$ cat config.mk
export PLATFORM = sky130hd
export DESIGN_NAME = sram_like_arbiter_flat
export DESIGN_NICKNAME = d
export VERILOG_FILES = /design/src/rtl/sram_like_arbiter_if.sv /design/src/rtl/sram_like_arbiter.sv /design/src/flat_wrapper.sv
export SDC_FILE = /design/constraint.sdc
export NUM_CORES = 1
export LEC_CHECK = 0
export CORE_AREA = 2 2 125 127
export DETAILED_ROUTE_END_ITERATION = 10
export DIE_AREA = 0 0 127 129
export GPL_ROUTABILITY_DRIVEN = 0
export PLACE_DENSITY = 0.62
export SYNTH_ARGS = -nofsm -noshare
export SYNTH_HDL_FRONTEND = slang
export SYNTH_SLANG_ARGS = --single-unit
$ cat constraint.sdc
create_clock -name clk -period 2.92 [get_ports clk]
set_clock_uncertainty 0.2 [all_clocks]
set_input_delay 0.438 -clock clk [delete_from_list [all_inputs] [get_ports clk]]
set_output_delay 0.438 -clock clk [all_outputs]
set_load 0.1 [all_outputs]
$ cat src/rtl/sram_like_arbiter_if.sv
`default_nettype none
// ============================================================================
// Module   : sram_like_arbiter_if
// Purpose  : One SRAM-like port bundle. The arbiter uses three instances:
//            the inst requester, the data requester and the shared
//            downstream port towards the SRAM-to-AXI bridge.
// Signals  : req/wr/size/wstrb/addr/wdata  request channel (master -> slave)
//            addr_ok                       request accepted (slave -> master)
//            data_ok/rdata                 response       (slave -> master)
// Modports : master - the side issuing requests
//            slave  - the side accepting requests
// Revision : 1.0 - initial release
// ============================================================================
interface sram_like_arbiter_if;
  logic        req;
  logic        wr;
  logic [1:0]  size;
  logic [3:0]  wstrb;
  logic [31:0] addr;
  logic [31:0] wdata;
  logic        addr_ok;
  logic        data_ok;
  logic [31:0] rdata;

  modport master (
    output req, wr, size, wstrb, addr, wdata,
    input  addr_ok, data_ok, rdata
  );

  modport slave (
    input  req, wr, size, wstrb, addr, wdata,
    output addr_ok, data_ok, rdata
  );
endinterface
`default_nettype wire

$ cat src/rtl/sram_like_arbiter.sv
`default_nettype none
// ============================================================================
// Module   : sram_like_arbiter
// Purpose  : Shares one downstream SRAM-like port between the instruction
//            fetch (inst) and load/store (data) requesters. The grant is
//            combinational; an in-order owner-ID FIFO routes each
//            downstream response back to the requester that issued it.
//            Up to DEPTH requests may be outstanding.
// Ports    : clk, resetn      clock, asynchronous active-low reset
//            inst  (slave)    inst requester (always a read; its
//                             wr/size/wstrb/wdata are ignored)
//            data  (slave)    data requester
//            m     (master)   shared downstream port
//            protocol_err     sticky: m.data_ok seen with nothing outstanding
// Params   : DEPTH            max outstanding requests (power of 2, >= 2)
// Macros   : ARB_ROUND_ROBIN_EN  alternate priority on conflict instead of
//                                fixed data-first priority
// Revision : 1.0 - initial release
// ============================================================================
module sram_like_arbiter #(
  parameter int unsigned DEPTH = 4
) (
  input  logic                clk,
  input  logic                resetn,
  sram_like_arbiter_if.slave  inst,
  sram_like_arbiter_if.slave  data,
  sram_like_arbiter_if.master m,
  output logic                protocol_err
);

  localparam int unsigned      PTR_W      = $clog2(DEPTH);
  localparam logic [PTR_W:0]   FULL_COUNT = (PTR_W + 1)'(DEPTH);

  typedef enum logic {
    OWNER_INST = 1'b0,
    OWNER_DATA = 1'b1
  } owner_e;

  owner_e             owner_q [DEPTH];
  owner_e             owner_d [DEPTH];
  logic [PTR_W-1:0]   wptr_q, wptr_d;
  logic [PTR_W-1:0]   rptr_q, rptr_d;
  logic [PTR_W:0]     count_q, count_d;
  logic               perr_q, perr_d;

  logic               full;
  logic               empty;
  logic               grant_data;
  logic               push;
  logic               pop;
  owner_e             head;

  // The inst side is read-only; its write-channel fields carry no meaning.
  logic unused_inst_fields;
  assign unused_inst_fields = ^{inst.wr, inst.size, inst.wstrb, inst.wdata};

  assign full  = (count_q == FULL_COUNT);
  assign empty = (count_q == '0);

`ifdef ARB_ROUND_ROBIN_EN
  owner_e last_grant_q, last_grant_d;

  // On conflict the side that did not win the previous transfer goes first.
  assign grant_data   = data.req & (~inst.req | (last_grant_q == OWNER_INST));
  assign last_grant_d = push ? (grant_data ? OWNER_DATA : OWNER_INST) : last_grant_q;

  always_ff @(posedge clk or negedge resetn) begin
    if (!resetn) begin
      last_grant_q <= OWNER_INST;
    end else begin
      last_grant_q <= last_grant_d;
    end
  end
`else
  assign grant_data = data.req;
`endif

  // Full blocks acceptance even if a pop happens this cycle: no bypass path.
  assign m.req = (inst.req | data.req) & ~full;
  assign push  = m.req & m.addr_ok;
  assign pop   = m.data_ok & ~empty;
  assign head  = owner_q[rptr_q];

  always_comb begin
    m.wr    = 1'b0;
    m.size  = 2'd2;
    m.wstrb = 4'b0000;
    m.addr  = inst.addr;
    m.wdata = 32'h0;
    if (grant_data) begin
      m.wr    = data.wr;
      m.size  = data.size;
      m.wstrb = data.wstrb;
      m.addr  = data.addr;
      m.wdata = data.wdata;
    end
  end

  assign inst.addr_ok = push & ~grant_data;
  assign data.addr_ok = push &  grant_data;
  assign inst.data_ok = pop & (head == OWNER_INST);
  assign data.data_ok = pop & (head == OWNER_DATA);
  assign inst.rdata   = m.rdata;
  assign data.rdata   = m.rdata;
  assign protocol_err = perr_q;

  always_comb begin
    owner_d = owner_q;
    wptr_d  = wptr_q;
    rptr_d  = rptr_q;
    count_d = count_q;
    perr_d  = perr_q | (m.data_ok & empty);
    if (push) begin
      owner_d[wptr_q] = grant_data ? OWNER_DATA : OWNER_INST;
      wptr_d          = wptr_q + 1'b1;
    end
    if (pop) begin
      rptr_d = rptr_q + 1'b1;
    end
    case ({push, pop})
      2'b10:   count_d = count_q + 1'b1;
      2'b01:   count_d = count_q - 1'b1;
      default: count_d = count_q;
    endcase
  end

  always_ff @(posedge clk or negedge resetn) begin
    if (!resetn) begin
      for (int i = 0; i < int'(DEPTH); i++) begin
        owner_q[i] <= OWNER_INST;
      end
      wptr_q  <= '0;
      rptr_q  <= '0;
      count_q <= '0;
      perr_q  <= 1'b0;
    end else begin
      owner_q <= owner_d;
      wptr_q  <= wptr_d;
      rptr_q  <= rptr_d;
      count_q <= count_d;
      perr_q  <= perr_d;
    end
  end

endmodule
`default_nettype wire
$ cat src/flat_wrapper.sv
// flat-port wrapper written by rule: the top's interface ports become plain ports
module sram_like_arbiter_flat 
#(
  parameter int unsigned DEPTH = 4
)
  (clk, resetn, protocol_err, inst_req, inst_wr, inst_size, inst_wstrb, inst_addr, inst_wdata, inst_addr_ok, inst_data_ok, inst_rdata, data_req, data_wr, data_size, data_wstrb, data_addr, data_wdata, data_addr_ok, data_data_ok, data_rdata, m_req, m_wr, m_size, m_wstrb, m_addr, m_wdata, m_addr_ok, m_data_ok, m_rdata);
  sram_like_arbiter_if inst_i ();
  sram_like_arbiter_if data_i ();
  sram_like_arbiter_if m_i ();
  input  logic clk;
  input  logic resetn;
  output logic protocol_err;
  input wire logic [$bits(inst_i.req)-1:0] inst_req;
  input wire logic [$bits(inst_i.wr)-1:0] inst_wr;
  input wire logic [$bits(inst_i.size)-1:0] inst_size;
  input wire logic [$bits(inst_i.wstrb)-1:0] inst_wstrb;
  input wire logic [$bits(inst_i.addr)-1:0] inst_addr;
  input wire logic [$bits(inst_i.wdata)-1:0] inst_wdata;
  output wire logic [$bits(inst_i.addr_ok)-1:0] inst_addr_ok;
  output wire logic [$bits(inst_i.data_ok)-1:0] inst_data_ok;
  output wire logic [$bits(inst_i.rdata)-1:0] inst_rdata;
  input wire logic [$bits(data_i.req)-1:0] data_req;
  input wire logic [$bits(data_i.wr)-1:0] data_wr;
  input wire logic [$bits(data_i.size)-1:0] data_size;
  input wire logic [$bits(data_i.wstrb)-1:0] data_wstrb;
  input wire logic [$bits(data_i.addr)-1:0] data_addr;
  input wire logic [$bits(data_i.wdata)-1:0] data_wdata;
  output wire logic [$bits(data_i.addr_ok)-1:0] data_addr_ok;
  output wire logic [$bits(data_i.data_ok)-1:0] data_data_ok;
  output wire logic [$bits(data_i.rdata)-1:0] data_rdata;
  output wire logic [$bits(m_i.req)-1:0] m_req;
  output wire logic [$bits(m_i.wr)-1:0] m_wr;
  output wire logic [$bits(m_i.size)-1:0] m_size;
  output wire logic [$bits(m_i.wstrb)-1:0] m_wstrb;
  output wire logic [$bits(m_i.addr)-1:0] m_addr;
  output wire logic [$bits(m_i.wdata)-1:0] m_wdata;
  input wire logic [$bits(m_i.addr_ok)-1:0] m_addr_ok;
  input wire logic [$bits(m_i.data_ok)-1:0] m_data_ok;
  input wire logic [$bits(m_i.rdata)-1:0] m_rdata;
  assign inst_i.req = inst_req;
  assign inst_i.wr = inst_wr;
  assign inst_i.size = inst_size;
  assign inst_i.wstrb = inst_wstrb;
  assign inst_i.addr = inst_addr;
  assign inst_i.wdata = inst_wdata;
  assign inst_addr_ok = inst_i.addr_ok;
  assign inst_data_ok = inst_i.data_ok;
  assign inst_rdata = inst_i.rdata;
  assign data_i.req = data_req;
  assign data_i.wr = data_wr;
  assign data_i.size = data_size;
  assign data_i.wstrb = data_wstrb;
  assign data_i.addr = data_addr;
  assign data_i.wdata = data_wdata;
  assign data_addr_ok = data_i.addr_ok;
  assign data_data_ok = data_i.data_ok;
  assign data_rdata = data_i.rdata;
  assign m_req = m_i.req;
  assign m_wr = m_i.wr;
  assign m_size = m_i.size;
  assign m_wstrb = m_i.wstrb;
  assign m_addr = m_i.addr;
  assign m_wdata = m_i.wdata;
  assign m_i.addr_ok = m_addr_ok;
  assign m_i.data_ok = m_data_ok;
  assign m_i.rdata = m_rdata;
  sram_like_arbiter #(.DEPTH(DEPTH)) u_core (.clk(clk), .resetn(resetn), .inst(inst_i), .data(data_i), .m(m_i), .protocol_err(protocol_err));
endmodule
==> After elaboration in Yosys (flattened, before gate mapping) <==
Index checks and enable logic that the tools add are counted.
{ "word_totals": {"inputBits": 180, "output_inout_bits": 141, "regBits": 12, "wordCells": 50} }
{ "op_classes": {"n_mux": 13, "add_sub_neg": 4, "n_eq_ne": 3, "order_cmp": 3, "bitwise_logic": 16, "reduce_logical": 3} }
{ "op_table": {"columns": ["op", "n"], "rows": [
  ["32-bit two-way mux", 2],
  ["1-bit bitwise AND", 8],
  ["3-bit greater-or-equal comparator, second input constant", 2],
  ["2-bit NOT with 3-bit output", 2],
  ["3-bit case mux with 2 select lines", 1],
  ["1-bit two-way mux", 5],
  ["2-bit by 1-bit adder with 2-bit output, second input constant", 2],
  ["4-bit bitwise mux", 1],
  ["4-bit two-way mux", 1],
  ["1-bit NOT", 4],
  ["3-bit by 1-bit adder with 3-bit output, second input constant", 1],
  ["3-bit == test, second input constant", 1],
  ["3-bit logical NOT", 1],
  ["3-bit by 1-bit less-than comparator with 1-bit output, second input constant", 1],
  ["3-bit by 1-bit subtractor with 3-bit output, second input constant", 1],
  ["1-bit binary-select mux with 2-bit select", 1],
  ["1-bit demux with 2-bit select", 1],
  ["2-bit by 1-bit == test with 1-bit output, second input constant", 1],
  ["2-bit == test, second input constant", 1],
  ["2-bit two-way mux", 1],
  ["1-bit OR", 2],
  ["2-bit nonzero test", 1],
  ["1-bit logical AND", 1]
]} }

==> Longest topological paths before layout <==
Gate-level depths: netlist (run 1).
{ "logic_depth": {"depth_word": 6, "ltp_mapped": 10, "mapped_depth_nobuf": 9} }

==> Worst setup path before layout (run 1) <==
No wires, ideal clock.
{ "synth_timing": {"kind": "input to output", "start": "in data_req", "end": "out inst_addr_ok", "required_time_ns": 2.282, "n_path_buf": 1, "slack_ns": 0.000, "stages": 4, "arrival_ns": 2.282, "cell_sequence": "buf_2 > nor2_2 > nor3b_4 > nor2b_1"} }
{ "synth_between": {"elab_chain_cells": 4, "word_cells_on_any_way": 5, "classes_between": "bitwise: 5"} }
{ "synth_rtl": {"columns": ["element", "line", "source"], "rows": [
  ["start, declared", "flat_wrapper.sv:22", "input wire logic [$bits(data_i.req)-1:0] data_req;"],
  ["1-bit OR", "sram_like_arbiter.sv:79", "assign m.req = (inst.req | data.req) & ~full;"],
  ["1-bit bitwise AND", "sram_like_arbiter.sv:79", null],
  ["1-bit bitwise AND", "sram_like_arbiter.sv:80", "assign push = m.req & m.addr_ok;"],
  ["1-bit bitwise AND (*)", "sram_like_arbiter.sv:99", "assign inst.addr_ok = push & ~grant_data;"],
  ["end, declared", "flat_wrapper.sv:19", "output wire logic [$bits(inst_i.addr_ok)-1:0] inst_addr_ok;"]
]} }
Every way passes the cells marked *; elsewhere a longest branch is shown, timed or not.

==> Worst setup path in the final report (run 1) <==
{ "layout_timing": {"start": "in m_addr_ok", "end": "out inst_addr_ok"} }
{ "layout_between": {"elab_chain_cells": 2} }
{ "layout_rtl": {"columns": ["element", "line", "source"], "rows": [
  ["start, declared", "flat_wrapper.sv:37", "input wire logic [$bits(m_i.addr_ok)-1:0] m_addr_ok;"],
  ["1-bit bitwise AND", "sram_like_arbiter.sv:80", null],
  ["1-bit bitwise AND", "sram_like_arbiter.sv:99", null]
]} }
Every way passes these cells.

==> run metrics, run 1 <==
pin slew with the least headroom to its limit=~540 ps; Synth area leader=sky130_fd_sc_hd__buf_4; total nets after synthesis=between 300 and 400; Peak Freq=406 MHz; biggest cell delay along the critical path=around 550 ps; synthesized cell area=~0.0018 sq mm; worst-case reg-to-reg path depth=9; post-cts resize count=0; DIE AREA=0.0164 sq mm; portion of total power attributed to combinational logic=about 72%; Gate Count Post-Synth=just over 200; met3 wirelength from detailed routing=between 700 and 800 microns; number of nets in the finished design=between 500 and 600; number of buffers on the longest clock path=2; Setup WS pre-CTS=259 ps; Sw Ratio=50.4%; number of hold violations in the final report=0; clock tree from TritonCTS=done; synthesis warning total=0; cell area after placement=just under 0.004 sq mm; number of slew-limit violations in the final report=0; DR iter-0 viols=34; CTS root buffer=sky130_fd_sc_hd__clkbuf_16; number of nets with antenna violations after routing=0; floorplan die width=around 130 microns; highest metal layer used by the detailed router=met4; internal power summed over all cells=1100 uW; Crit Reg-Reg Endpoint=u_core.count_q[2]; detailed-route via count=1757; final setup fails=0; number of design rule violations left after detail routing=0; Critical Path RT=approximately 2300 ps; count of unique library cells instantiated by Yosys=24; TritonCTS sink count=12; worst path setup slack after routing=between 400 and 500 ps; path category of the worst min-delay check=reg2reg; crit path launch type=primary input; maximum number of pins on one net before global-route repair=approximately 80; Final Instance Count excl. Fillers=between 500 and 600; first-pass GRT wire length=about 10000 microns; core box area=roughly 0.015 sq mm; data arrival time of the critical path=between 1500 and 2000 ps; cts-stage hold buffer count=0; status=finished, final reports clean; Avg Vias per Cell=about 3.5; Clock H-tree levels=1; power density over the cells=roughly 550 mW/mm^2; count of buffers added by post-CTS timing repair for setup=0; average wire per cell in the routed design=13.9 microns; clock network fraction of total power=roughly an eighth; vias in the first global route=~1900; Overflow after GRT=0; setup repair after global routing missed its margin=no; count of buffer and inverter cells on the critical path=3; most frequent cells in the layout=107 x sky130_fd_sc_hd__clkdlybuf4s50_1, 61 x sky130_fd_sc_hd__buf_12, 40 x sky130_fd_sc_hd__and2_1, 32 x sky130_fd_sc_hd__mux2_2, 18 x sky130_fd_sc_hd__buf_4; Syn-to-layout area delta=123%; total I/O pin count=about 320; DRT Wirelength=7050 microns; area of all placed cells without fillers=0.00405 sq mm; clock transition at the registers of the reported paths=40 ps; flip-flop and latch area=between 300 and 400 sq um; sum of net half-perimeters after detailed placement=6100 microns; footprint of the multi-input gates=roughly 970 sq um; initial core utilization=12.1%; Tmin final=between 2000 and 2500 ps; part of the power in registers=between 15 and 20%; clk_lat worst skew=around 240 ps; num rows=45; critical path peak fanout=5; post-synthesis sequential area ratio=between 15 and 20%; highest ir drop seen on vdd=about 0.33 mV; most common cell after layout, fill and taps aside=sky130_fd_sc_hd__clkdlybuf4s50_1; Critical Path Sink Type=output port; relative max-transition margin=roughly 64%; classification of the worst setup path=in2out; total routing resource utilization after global routing=7.69%; largest delay contributor family on the critical path=buffers and inverters; number of instances in the placed design=504; total clock buffers created by CTS=3; area fraction of the dominant cell type after synthesis=roughly a quarter; setup total negative slack=0 ps; TritonRoute pass-1 iters=3; synthesized flop and latch total=12; share of the cycle needed by the critical path after routing=~84%; cell depth of the worst hold path=1; library cell contributing the largest single delay on the critical path=sky130_fd_sc_hd__clkdlybuf4s50_1; total stage count of the critical path=5; largest cells by area after synthesis=sky130_fd_sc_hd__buf_4 27%, sky130_fd_sc_hd__mux2_2 20%, sky130_fd_sc_hd__dfrtp_1 17%; switching component of the power=between 1000 and 1500 uW; cells along the critical path=clkdlybuf4s50_1, nor3b_4, buf_4, nor2b_1, buf_12; antenna diode count=0; ratio of cells with drive above 1 in the final layout=approximately two fifths; count of input and output buffers=approximately 190; fill cell instance count of the final layout=~1600; PnR Total Power=2220 uW; Met2 Wirelength=around 3600 microns; leakage dissipation=0.00165 uW; Post-Syn Area per Cell=between 8 and 9 sq um; register-to-register setup slack=approximately 660 ps; max-cap viol count=0; Die Y-Extent=~130 microns; origin of the worst setup path=m_addr_ok; worst reg2reg startpoint=u_core.count_q[0]; routed length on met1=2420 microns; Critical Path End=inst_addr_ok; initial antenna violation count=0
==> per-stage QoR <==
stage	hold slack (ps)	utilization, %
floorplan	-57.6	-
global placement	240	26.4
detailed placement	279	26.4
CTS	287	27.0
global route	301	27.0
finish	279	27.0
==> final cells by class <==
| type | instances | area share (%) |
|---|---|---|
| repair buffers | 187 | 60.1 |
| multi-input cells | 111 | 23.9 |
| flip-flops and latches | 12 | 7.42 |
| well taps | 188 | 5.81 |
| clock buffers | 4 | 2.19 |
| inverters | 6 | 0.556 |
==> cell families after synthesis <==
kind of cell               share of synthesized area [%]
buffers and inverters                               30.0
DFF                                                 16.6
and+or+nand+nor                                     20.1
adders and majority gates                           4.55
muxes                                               25.0
AOI/OAI and AO/OA                                  0.966
xor gates and xnor gates                            2.90
==> routing by layer <==
metal | up-vias | track usage (%)
met5 | - | 0
li1 | 819 | -
met1 | 793 | 8.41
met3 | 26 | 2.33
met2 | 119 | 13.8
met4 | 0 | 3.36
==> sequential cells by signal, summed over array words and instances, names as in the netlist <==
signal and cells:
u_core.count_q 3, u_core.protocol_err 1, u_core.wptr_q 2, u_core.rptr_q 2, u_core.owner_q 4
==> worst register-to-register path, delay by kind of cell, from the launching register on <==
kind / cells / cell delay (ps)
and+or+nand+nor: 3 / 540
xor gates and xnor gates: 2 / 300
buffers and inverters: 2 / 140
adders and majority gates: 2 / 560
DFF: 1 / 440
==> worst min path at each step <==
stage / endpoint / startpoint
floorplan: u_core.count_q[0] / resetn
CTS: u_core.rptr_q[1] / u_core.rptr_q[1]
finish: u_core.rptr_q[1] / u_core.rptr_q[1]
detailed placement: u_core.rptr_q[1] / u_core.rptr_q[1]
global route: u_core.rptr_q[1] / u_core.rptr_q[1]
global placement: u_core.protocol_err / u_core.protocol_err
==> synthesized netlist by cell type, drive strengths merged <==
master  count
buf        69
and2       40
mux2       37
dfrtp      12
inv         6
ha          5
nand2       5
nor3        5
clkbuf      4
nor2        3
xnor2       3
xor2        3
nor2b       2
nor3b       2
a21o        1
fa          1
mux2i       1
mux4        1
nand2b      1
o31a        1
==> power groups by stage <==
stage	logic (uW)	registers [uW]	clock network, uW
after floorplan	1400	370	0
after global placement	1590	331	0
after detailed placement	1620	340	0
after CTS	1620	339	281
after global routing	1680	350	290
final	1600	336	277
Power figures use the tool's default switching activity.
==> inputs of run 2 (changes only) <==
--- a/config.mk
+++ b/config.mk
@@ -5,11 +5,11 @@
 export SDC_FILE = /design/constraint.sdc
 export NUM_CORES = 1
 export LEC_CHECK = 0
-export CORE_AREA = 2 2 125 127
+export CORE_AREA = 2 2 124 126
 export DETAILED_ROUTE_END_ITERATION = 10
-export DIE_AREA = 0 0 127 129
+export DIE_AREA = 0 0 126 128
 export GPL_ROUTABILITY_DRIVEN = 0
-export PLACE_DENSITY = 0.62
+export PLACE_DENSITY = 0.64
 export SYNTH_ARGS = -nofsm -noshare
 export SYNTH_HDL_FRONTEND = slang
 export SYNTH_SLANG_ARGS = --single-unit
==> constraint.sdc (replaced) <==
create_clock -name clk -period 2 [get_ports clk]
set_clock_uncertainty 0.2 [all_clocks]
set_input_delay 0.3 -clock clk [delete_from_list [all_inputs] [get_ports clk]]
set_output_delay 0.3 -clock clk [all_outputs]
set_load 0.1 [all_outputs]
==> run metrics, run 2 (same netlist as run 1, synthesis figures left out) <==
highest ir drop seen on vdd=0.407 mV (was 0.332 mV); number of nets with antenna violations after routing=0 (unchanged); Critical Path RT=1500 ps (was 2280 ps); clk_lat worst skew=230 ps (was 240 ps); relative max-transition margin=62.1% (was 64.1%); Tmin final=about 2000 ps; average wire per cell in the routed design=13.8 microns (was 13.9 microns); Die Y-Extent=128 microns (was 129 microns); DR iter-0 viols=26 (was 34); max-cap viol count=0 (unchanged); cell area after placement=0.00430 sq mm (was 0.00396 sq mm); CTS root buffer=sky130_fd_sc_hd__clkbuf_16 (unchanged); number of slew-limit violations in the final report=0 (unchanged); Syn-to-layout area delta=147% (was 123%); Overflow after GRT=0 (unchanged); Avg Vias per Cell=3.48 (was 3.46); DIE AREA=0.0161 sq mm (was 0.0164 sq mm); area of all placed cells without fillers=0.00447 sq mm (was 0.00405 sq mm); flip-flop count of the largest register after layout=4 (unchanged); core box area=0.0149 sq mm (was 0.0150 sq mm); power density over the cells=808 mW/mm^2 (was 548 mW/mm^2); total clock buffers created by CTS=3 (unchanged); total routing resource utilization after global routing=8.28% (was 7.69%); vias in the first global route=1969 (was 1852); ratio of cells with drive above 1 in the final layout=52.1% (was 38.1%); TritonCTS sink count=12 (unchanged); leakage dissipation=0.00186 uW (was 0.00165 uW); Final Instance Count excl. Fillers=524 (was 508); number of nets in the finished design=523 (was 507); register with the most flip-flops=u_core.owner_q (unchanged); final setup fails=4 (was 0); initial antenna violation count=2 (was 0); floorplan die width=126 microns (was 127 microns); antenna diode count=0 (unchanged); num rows=45 (unchanged); pin slew with the least headroom to its limit=567 ps (was 537 ps); library cell appearing most often on the critical path=sky130_fd_sc_hd__buf_6; status=finished with violations (was finished, final reports clean); clock transition at the registers of the reported paths=40 ps (about the same); worst path setup slack after routing=-44.2 ps (was 456 ps); crit path launch type=flip-flop (was primary input); setup repair after global routing missed its margin=yes (was no); biggest cell delay along the critical path=400 ps (was 550 ps); path category of the worst min-delay check=in2async (was reg2reg); TritonRoute pass-1 iters=4 (was 3); registers with the most flip-flops=u_core.owner_q x4, u_core.count_q x3 (unchanged); Clock H-tree levels=1 (unchanged); largest delay contributor family on the critical path=buffers and inverters (unchanged); critical path peak fanout=4 (was 5); cells along the critical path=buf_6, o31a_4, buf_6, and2_4, buf_12 (was clkdlybuf4s50_1, nor3b_4, buf_4, nor2b_1, buf_12); count of input and output buffers=185 (unchanged); library cell contributing the largest single delay on the critical path=sky130_fd_sc_hd__dfrtp_1 (was sky130_fd_sc_hd__clkdlybuf4s50_1); total I/O pin count=321 (unchanged); share of the cycle needed by the critical path after routing=102%; detailed-route via count=1822 (was 1757); DRT Wirelength=7250 microns (was 7050 microns); first-pass GRT wire length=10600 microns (was 9960 microns); sum of net half-perimeters after detailed placement=6520 microns (was 6100 microns); most frequent cells in the layout=105 x sky130_fd_sc_hd__clkdlybuf4s50_1, 77 x sky130_fd_sc_hd__buf_12, 32 x sky130_fd_sc_hd__mux2_2, 28 x sky130_fd_sc_hd__and2_2, 13 x sky130_fd_sc_hd__buf_4 (was 107 x sky130_fd_sc_hd__clkdlybuf4s50_1, 61 x sky130_fd_sc_hd__buf_12, 40 x sky130_fd_sc_hd__and2_1, 32 x sky130_fd_sc_hd__mux2_2, 18 x sky130_fd_sc_hd__buf_4); maximum number of pins on one net before global-route repair=38 (was 78); clock tree from TritonCTS=done (unchanged); number of buffers on the longest clock path=2 (unchanged); Setup WS pre-CTS=-302 ps (was 259 ps); number of instances in the placed design=515 (was 504); failing checks=setup timing; Critical Path Sink Type=output port (unchanged); count of buffer and inverter cells on the critical path=3 (unchanged); data arrival time of the critical path=1540 ps (was 1830 ps); worst hold slack=234 ps (was 279 ps); number of design rule violations left after detail routing=0 (unchanged); initial core utilization=12.2% (was 12.1%); Peak Freq=between 400 and 500 MHz; number of hold violations in the final report=0 (unchanged); classification of the worst setup path=reg2out (was in2out); most common cell after layout, fill and taps aside=sky130_fd_sc_hd__clkdlybuf4s50_1 (unchanged)
run 2: final timing paths:
path	end	cells after the start	slack, ps	startpoint
max in group asynchronous	u_core.rptr_q[1]	1	990	resetn
hold reg to reg	u_core.owner_q[0]	1	280	u_core.owner_q[0]
setup / recovery	data_data_ok	5	-40	u_core.count_q[2]
min in group clk	u_core.owner_q[0]	1	280	u_core.owner_q[0]
hold / removal	u_core.owner_q[2]	1	230	resetn
setup reg to reg	u_core.count_q[2]	9	-10	u_core.count_q[0]
run 2: per-layer routing:
metal	vias to the layer above	global-route usage (%)	wire length, microns
li1	849	-	-
met1	813	8.92	2480
met2	144	14.9	3730
met3	16	3.76	947
met4	0	1.94	92
met5	-	0	0
run 2: area by class of cell:
type                       count  area [sq um]
clock buffer                   4          88.8
fill                        1515         10400
inverter                       6          22.5
multi-input combinational    111          1050
sequential                    12           300
tap                          188           235
timing repair buffer         203          2770
run 2: power by group:
part           total, uW  switching, uW  internal, uW
combinational       2730           1500          1220
sequential           491            116           375
clock                396           95.1           301
total               3610           1720          1900
run 2: through the flow:
step           power (uW)  setup TNS (ps)  util [%]
3_3_place_gp         3060            -566      28.9
5_1_grt              3780            -376      30.1
3_5_place_dp         3120            -761      28.9
2_1_floorplan        2630            -378         -
4_1_cts              3580            -217      29.7
6_report             3610           -97.1      30.1
run 2: repair_timing:
item	4_1_cts	5_1_grt
setup buffers	1	4
hold buffers	0	0
pin swaps	3	1
setup endpoints to repair	6	7
gates resized for setup	7	7
